<file path="config.mk">
export PLATFORM = sky130hd
export DESIGN_NAME = exec_sequencer
export DESIGN_NICKNAME = d
export VERILOG_FILES = /design/src/rtl/core_pkg.sv /design/src/rtl/unit_watchdog.sv /design/src/rtl/exec_sequencer.sv
export SDC_FILE = /design/constraint.sdc
export NUM_CORES = 1
export LEC_CHECK = 0
export BUFFER_PORTS_ARGS = -buffer_cell sky130_fd_sc_hd__clkbuf_2
export CORE_MARGIN = 2
export CORE_UTILIZATION = 58
export CTS_BUF_LIST = sky130_fd_sc_hd__clkbuf_4 sky130_fd_sc_hd__clkbuf_8
export CTS_CLUSTER_DIAMETER = 40
export DETAILED_ROUTE_END_ITERATION = 6
export MAX_ROUTING_LAYER = met4
export PLACE_DENSITY = 0.89
export SETUP_SLACK_MARGIN = 0.5
export SYNTH_ARGS = -nofsm -noshare
export SYNTH_HDL_FRONTEND = slang
export SYNTH_SLANG_ARGS = --single-unit
</file>
<file path="constraint.sdc">
create_clock -name clk_i -period 8.6 [get_ports clk_i]
set_clock_uncertainty 0.1 [all_clocks]
set_input_delay 0.43 -clock clk_i [delete_from_list [all_inputs] [get_ports clk_i]]
set_output_delay 0.43 -clock clk_i [all_outputs]
set_load 0.02 [all_outputs]
</file>
<file path="src/rtl/core_pkg.sv">
// Shared definitions for the instruction sequencer: FSM state encoding,
// trap-cause codes and the reset value of the instruction register.
package core_pkg;

  typedef enum logic [2:0] {
    IDLE   = 3'd0,
    FETCH  = 3'd1,
    DECODE = 3'd2,
    EXEC   = 3'd3,
    WAIT   = 3'd4,
    WB     = 3'd5,
    TRAP   = 3'd6
  } seq_state_e;

  localparam logic [1:0] TRAP_NONE    = 2'b00;
  localparam logic [1:0] TRAP_ILLEGAL = 2'b01;
  localparam logic [1:0] TRAP_TIMEOUT = 2'b10;

  localparam logic [31:0] INSTR_NOP = 32'h0000_0013;

endpackage

</file>
<file path="src/rtl/unit_watchdog.sv">
// Loadable up-counter that measures how long a functional unit has been busy.
// Ports:
//   clk_i, rst_i   clock and synchronous active-high reset
//   clear_i        force the count to zero (highest priority after reset)
//   load_i         load load_val_i into the count
//   load_val_i     value loaded when load_i is high
//   en_i           increment the count by one
//   expire_o       count has reached LIMIT-1
module unit_watchdog #(
  parameter int unsigned LIMIT = 16,
  parameter int unsigned CW    = $clog2(LIMIT)
) (
  input  logic          clk_i,
  input  logic          rst_i,
  input  logic          clear_i,
  input  logic          load_i,
  input  logic [CW-1:0] load_val_i,
  input  logic          en_i,
  output logic          expire_o
);

  logic [CW-1:0] cnt_q;

  // Counter register: clear beats load beats increment.
  always_ff @(posedge clk_i) begin
    if (rst_i) begin
      cnt_q <= '0;
    end else if (clear_i) begin
      cnt_q <= '0;
    end else if (load_i) begin
      cnt_q <= load_val_i;
    end else if (en_i) begin
      cnt_q <= cnt_q + CW'(1);
    end else begin
      cnt_q <= cnt_q;
    end
  end

  assign expire_o = (cnt_q == CW'(LIMIT - 1));

endmodule

</file>
<file path="src/rtl/exec_sequencer.sv">
// Multi-cycle sequencer: fetch -> decode -> execute -> wait -> writeback.
// Owns pc, the instruction register and the retired-instruction counter.
// Ports:
//   imem_*      instruction fetch handshake (req held until ack)
//   instr_o/pc_o         to the decoder
//   rd_addr_i..is_branch_i  decoder results
//   *_start_o   one-cycle start pulses to the selected functional unit
//   unit_done_i/unit_result_i  completion from the selected unit
//   rf_*        register-file write port
//   halt_o/trap_cause_o  trap status; instret_o retired count
module exec_sequencer
  import core_pkg::*;
#(
  parameter logic [31:0] RESET_PC     = 32'h0000_0000,
  parameter int unsigned UNIT_TIMEOUT = 16
) (
  input  logic        clk_i,
  input  logic        rst_i,
  output logic        imem_req_o,
  output logic [31:0] imem_addr_o,
  input  logic        imem_ack_i,
  input  logic [31:0] imem_rdata_i,
  output logic [31:0] instr_o,
  output logic [31:0] pc_o,
  input  logic [4:0]  rd_addr_i,
  input  logic [31:0] imm_value_i,
  input  logic        use_alu_i,
  input  logic        use_shifter_i,
  input  logic        use_comparator_i,
  input  logic        is_branch_i,
  output logic        alu_start_o,
  output logic        shifter_start_o,
  output logic        cmp_start_o,
  input  logic        unit_done_i,
  input  logic [31:0] unit_result_i,
  output logic        rf_we_o,
  output logic [4:0]  rf_waddr_o,
  output logic [31:0] rf_wdata_o,
  output logic        halt_o,
  output logic [1:0]  trap_cause_o,
  output logic [31:0] instret_o
);

  localparam int unsigned CW = (UNIT_TIMEOUT > 1) ? $clog2(UNIT_TIMEOUT) : 1;

  seq_state_e  state_q, state_d;
  logic [31:0] pc_q, pc_d, instr_q, instr_d, instret_q, instret_d;
  logic [31:0] imm_q, imm_d, rf_wdata_q, rf_wdata_d;
  logic [4:0]  rd_q, rd_d, rf_waddr_q, rf_waddr_d;
  logic        br_q, br_d, taken_q, taken_d;
  logic        imem_req_q, imem_req_d, rf_we_q, rf_we_d, halt_q, halt_d;
  logic        alu_q, alu_d, sh_q, sh_d, cmp_q, cmp_d;
  logic [1:0]  cause_q, cause_d;
  logic        wd_clear_s, wd_en_s, wd_expire_s;

  unit_watchdog #(.LIMIT(UNIT_TIMEOUT), .CW(CW)) u_watchdog (
    .clk_i      (clk_i),
    .rst_i      (rst_i),
    .clear_i    (wd_clear_s),
    .load_i     (1'b0),
    .load_val_i ({CW{1'b0}}),
    .en_i       (wd_en_s),
    .expire_o   (wd_expire_s)
  );

  // Next-state and next-output logic; outputs are computed for the state being entered
  // so every registered output is valid in the same cycle as its state.
  always_comb begin
    state_d    = state_q;
    pc_d       = pc_q;
    instr_d    = instr_q;
    instret_d  = instret_q;
    imm_d      = imm_q;
    rd_d       = rd_q;
    br_d       = br_q;
    taken_d    = taken_q;
    rf_waddr_d = rf_waddr_q;
    rf_wdata_d = rf_wdata_q;
    halt_d     = halt_q;
    cause_d    = cause_q;
    imem_req_d = 1'b0;
    rf_we_d    = 1'b0;
    alu_d      = 1'b0;
    sh_d       = 1'b0;
    cmp_d      = 1'b0;
    wd_clear_s = 1'b0;
    wd_en_s    = 1'b0;
    case (state_q)
      IDLE: begin
        // One quiet cycle lets any ack left over from before reset drain.
        state_d    = FETCH;
        imem_req_d = 1'b1;
      end
      FETCH: begin
        if (imem_ack_i) begin
          instr_d = imem_rdata_i;
          state_d = DECODE;
        end else begin
          imem_req_d = 1'b1;
        end
      end
      DECODE: begin
        rd_d  = rd_addr_i;
        br_d  = is_branch_i;
        imm_d = imm_value_i;
        if (use_alu_i) begin
          alu_d   = 1'b1;
          state_d = EXEC;
        end else if (use_shifter_i) begin
          sh_d    = 1'b1;
          state_d = EXEC;
        end else if (use_comparator_i) begin
          cmp_d   = 1'b1;
          state_d = EXEC;
        end else begin
          halt_d  = 1'b1;
          cause_d = TRAP_ILLEGAL;
          state_d = TRAP;
        end
      end
      EXEC: begin
        wd_clear_s = 1'b1;
        state_d    = WAIT;
      end
      WAIT: begin
        wd_en_s = 1'b1;
        // A done in the expiring cycle still completes normally.
        if (unit_done_i) begin
          taken_d    = unit_result_i[0];
          rf_wdata_d = unit_result_i;
          rf_waddr_d = rd_q;
          rf_we_d    = !br_q && (rd_q != 5'd0);
          state_d    = WB;
        end else if (wd_expire_s) begin
          halt_d  = 1'b1;
          cause_d = TRAP_TIMEOUT;
          state_d = TRAP;
        end else begin
          state_d = WAIT;
        end
      end
      WB: begin
        if (br_q && taken_q) begin
          pc_d = pc_q + imm_q;
        end else begin
          pc_d = pc_q + 32'd4;
        end
        instret_d  = instret_q + 32'd1;
        imem_req_d = 1'b1;
        state_d    = FETCH;
      end
      TRAP: begin
        halt_d  = 1'b1;
        state_d = TRAP;
      end
      default: begin
        state_d = IDLE;
      end
    endcase
  end

  // State and output registers with synchronous reset.
  always_ff @(posedge clk_i) begin
    if (rst_i) begin
      state_q    <= IDLE;
      pc_q       <= RESET_PC;
      instr_q    <= INSTR_NOP;
      instret_q  <= 32'd0;
      imm_q      <= 32'd0;
      rd_q       <= 5'd0;
      br_q       <= 1'b0;
      taken_q    <= 1'b0;
      rf_waddr_q <= 5'd0;
      rf_wdata_q <= 32'd0;
      halt_q     <= 1'b0;
      cause_q    <= TRAP_NONE;
      imem_req_q <= 1'b0;
      rf_we_q    <= 1'b0;
      alu_q      <= 1'b0;
      sh_q       <= 1'b0;
      cmp_q      <= 1'b0;
    end else begin
      state_q    <= state_d;
      pc_q       <= pc_d;
      instr_q    <= instr_d;
      instret_q  <= instret_d;
      imm_q      <= imm_d;
      rd_q       <= rd_d;
      br_q       <= br_d;
      taken_q    <= taken_d;
      rf_waddr_q <= rf_waddr_d;
      rf_wdata_q <= rf_wdata_d;
      halt_q     <= halt_d;
      cause_q    <= cause_d;
      imem_req_q <= imem_req_d;
      rf_we_q    <= rf_we_d;
      alu_q      <= alu_d;
      sh_q       <= sh_d;
      cmp_q      <= cmp_d;
    end
  end

  assign imem_req_o      = imem_req_q;
  assign imem_addr_o     = pc_q;
  assign instr_o         = instr_q;
  assign pc_o            = pc_q;
  assign alu_start_o     = alu_q;
  assign shifter_start_o = sh_q;
  assign cmp_start_o     = cmp_q;
  assign rf_we_o         = rf_we_q;
  assign rf_waddr_o      = rf_waddr_q;
  assign rf_wdata_o      = rf_wdata_q;
  assign halt_o          = halt_q;
  assign trap_cause_o    = cause_q;
  assign instret_o       = instret_q;

endmodule

</file>
==> metrics.cfg <==
[routing]
routed-via-count = 9335
route.detailed.drc = 0
vias_per_cell = 5.59
detail_route.wl_per_cell_microns = 14.9
met1Wirelength_microns = 10700
routed-wl-met3_microns = 1590
routed-wl-met2_microns = 12200
top_layer_used = met4
drtIter0Drc = 803
routed_antenna_nets = 0
postRouteWirelength_microns = 24900
detailedRoute.firstPassIterationCount = 5

[floorplan]
ioPinCount = 282
core_area_sq_um = 15800
start_util = 0.590
die_area_sq_um = 17100
die_w_microns = 131
die_h_microns = 131
num_rows = 46

[clocking]
cts.repair_timing.setup_buffer_count = 0
tritoncts = built
clkSlewWorstSetupHoldPaths_ps = 110
htree_levels = 4
cts_buffers = 17
clock_sinks = 186
post_cts_resize_count = 0
worst_skew_pair.late_latency_ps = 470
cts_hold_repair.buffers = 0
cts-root-to-sink-buffers = 2
root_buffer_cell = sky130_fd_sc_hd__clkbuf_8

[timing]
min_period_over_period = 0.414
unrepaired_setup_endpoints_after_global_routing = false
tightest_slew_ps = 1220
drv_slew = 0
report.final.hold_viol_count = 0
setup_viol = 0
timing.hold.ws_ps = 57.5
max_clock_freq_mhz = 281
tns_ps = 0
post-route-min-period_ps = 3560
max-slew-margin-rel = 0.183

[synth]
netlist_top_cells_area = sky130_fd_sc_hd__dfxtp_1 40%, sky130_fd_sc_hd__nand2_1 12%, sky130_fd_sc_hd__a21oi_1 9.8%
synth_cells = 1232
synth.yosys.warnings = 0
synth.yosys.seq_area_share = 0.399
commonest_cells_post_synth = 290 x sky130_fd_sc_hd__nand2_1, 186 x sky130_fd_sc_hd__dfxtp_1, 183 x sky130_fd_sc_hd__a21oi_1
synth_largest_type_area_fraction = 0.399
syn_nets = 1376
syn-cell-area_sq_um = 9340
synth_edf_count = 0
synth_area_per_cell_sq_um = 7.58
synth.largest_area_cell = sky130_fd_sc_hd__dfxtp_1
synth_flop_cell = sky130_fd_sc_hd__dfxtp_1
post_synth_arst_share = 0
synth.most_common_cell = sky130_fd_sc_hd__nand2_1
synth.distinct_cells = 59
synth-seq-cells = 186

[global_route]
grt_antenna_before_repair = 0
first_global_vias = 8119
overflow = 0
grt_usage = 0.286
global_route_wire_length_before_repair_microns = 38500
grt_max_degree = 103

[worst_setup_path]
ordered_list_of_cells_on_the_worst_path = nor2b_1 -> nand2_1 -> nor4_1 -> nand4_1 -> nor2_2 -> and3_1 -> nand3_1 -> xor2_1 -> nor2_1
endpoint_kind = flip-flop
critical_path.n_buffers_inverters = 0
critical_path.reg2reg.startpoint = state_q[2]
critical_path_data_arrival_time_ps = 3790
timing.critical_path.from_type = flip-flop
startpoint = state_q[2]
critical-path-top-delay-family = simple AND/OR/NAND/NOR gates
cp_slowest_cell = sky130_fd_sc_hd__dfxtp_1
critical_path_peak_fanout = 25
worst-setup-path-type = reg -> reg
slowest_delay_ps = 650
critical_path_required_ps = 8840

[final_layout]
flow.area_growth_from_synthesis_pct = 17.7
final_net_count = 1585
diodes = 0
proportion_of_layout_cells_with_a_drive_suffix_above_1 = 0.231

[min_path]
hold_path.startpoint = imem_rdata_i[19]
hp-class = in -> reg

[run_status]
run_status = finished, final reports clean

[place]
post-dp-hpwl_microns = 17800
globalplace.congestion = 0.918
port_buffers = 281

[power_and_ir_drop]
power_per_cell_area_nw_per_um2 = 146
power_leakage_uw = 0.00466
irDropWorstVdd_mv = 0.0951

[flow_run]
cap_violations = 0

## per-layer routing
| metal | GRT usage | vias up |
|---|---|---|
| met5 | - | - |
| met4 | 0.0982 | 0 |
| met3 | 0.0456 | 43 |
| met2 | 0.463 | 334 |
| met1 | 0.365 | 4307 |
| li1 | - | 4651 |
## cell usage in the layout (no fill, tap or decap), types with 8 or more instances in the layout
master	n
sky130_fd_sc_hd__nand2_1	290
sky130_fd_sc_hd__clkbuf_2	280
sky130_fd_sc_hd__dfxtp_1	186
sky130_fd_sc_hd__a21oi_1	183
sky130_fd_sc_hd__nor2_1	87
sky130_fd_sc_hd__o21ai_0	55
sky130_fd_sc_hd__nand3_1	35
sky130_fd_sc_hd__ha_1	34
sky130_fd_sc_hd__xor2_1	33
sky130_fd_sc_hd__nor3_1	20
sky130_fd_sc_hd__inv_1	19
sky130_fd_sc_hd__nand4_1	17
sky130_fd_sc_hd__clkbuf_8	17
sky130_fd_sc_hd__and3_1	16
sky130_fd_sc_hd__xnor2_1	15
sky130_fd_sc_hd__a21o_1	13
sky130_fd_sc_hd__a211oi_1	11
sky130_fd_sc_hd__or3_1	10
sky130_fd_sc_hd__nor2b_1	9
sky130_fd_sc_hd__nor4_1	9
sky130_fd_sc_hd__buf_4	9
sky130_fd_sc_hd__o31ai_1	8
## layout make-up
cell class | instances | area, sq um
multi-input combinational | 927 | 5050
fill | 1341 | 4840
sequential | 186 | 3720
timing repair buffer | 290 | 1480
tap | 216 | 270
clock buffer | 17 | 234
clock inverter | 14 | 160
inverter | 19 | 71.3
## cells by family (layout without fill, tap and decap cells)
kind of cell / Yosys count / in the layout / share of synthesized area
flops: 186 / 186 / 0.399
fa+ha+maj: 35 / 35 / 0.0477
xor+xnor: 48 / 48 / 0.0450
buf+inv: 119 / 340 / 0.0611
simple gates: 526 / 526 / 0.249
compound gates: 318 / 318 / 0.199
## through the flow
step | cell area (sq um) | setup slack (ps) | total power, uW | utilization | instances
2_1_floorplan | 9340 | 5720 | 997 | - | 1232
3_3_place_gp | 10600 | 5320 | 1050 | 0.669 | 1638
3_5_place_dp | 10600 | 5150 | 1050 | 0.669 | 1638
4_1_cts | 11000 | 5110 | 1610 | 0.694 | 1669
5_1_grt | 11000 | 4750 | 1670 | 0.694 | 1669
6_report | 11000 | 5040 | 1610 | 0.694 | 1669
## where the power goes
part / internal, uW / switching, uW
Sequential: 880 / 14.1
Clock: 217 / 357
Combinational: 51.5 / 86.0
Total: 1150 / 457
## sequential cells by signal, summed over array words and instances (netlist names)
register,flops
instr_o,32
imem_addr_o,32
br_q,1
trap_cause_o,2
shifter_start_o,1
alu_start_o,1
rf_waddr_o,5
imem_req_o,1
state_q,3
rd_q,5
imm_q,32
halt_o,1
instret_o,32
cmp_start_o,1
u_watchdog.cnt_q,4
rf_wdata_o,32
rf_we_o,1
## tightest hold or removal path, cell delays in order
cell,delay (ps)
sky130_fd_sc_hd__clkbuf_2,80
sky130_fd_sc_hd__nand2_1,40
sky130_fd_sc_hd__a21oi_1,50
## worst paths after layout
path | endpoint | slack [ps] | depth (start not counted)
setup / recovery | instret_o[27] | 5040 | 9
hold reg to reg | rf_waddr_o[1] | 360 | 2
hold / removal | instr_o[19] | 60 | 3
setup reg to reg | instret_o[27] | 5040 | 9
Power figures use the tool's default switching activity.
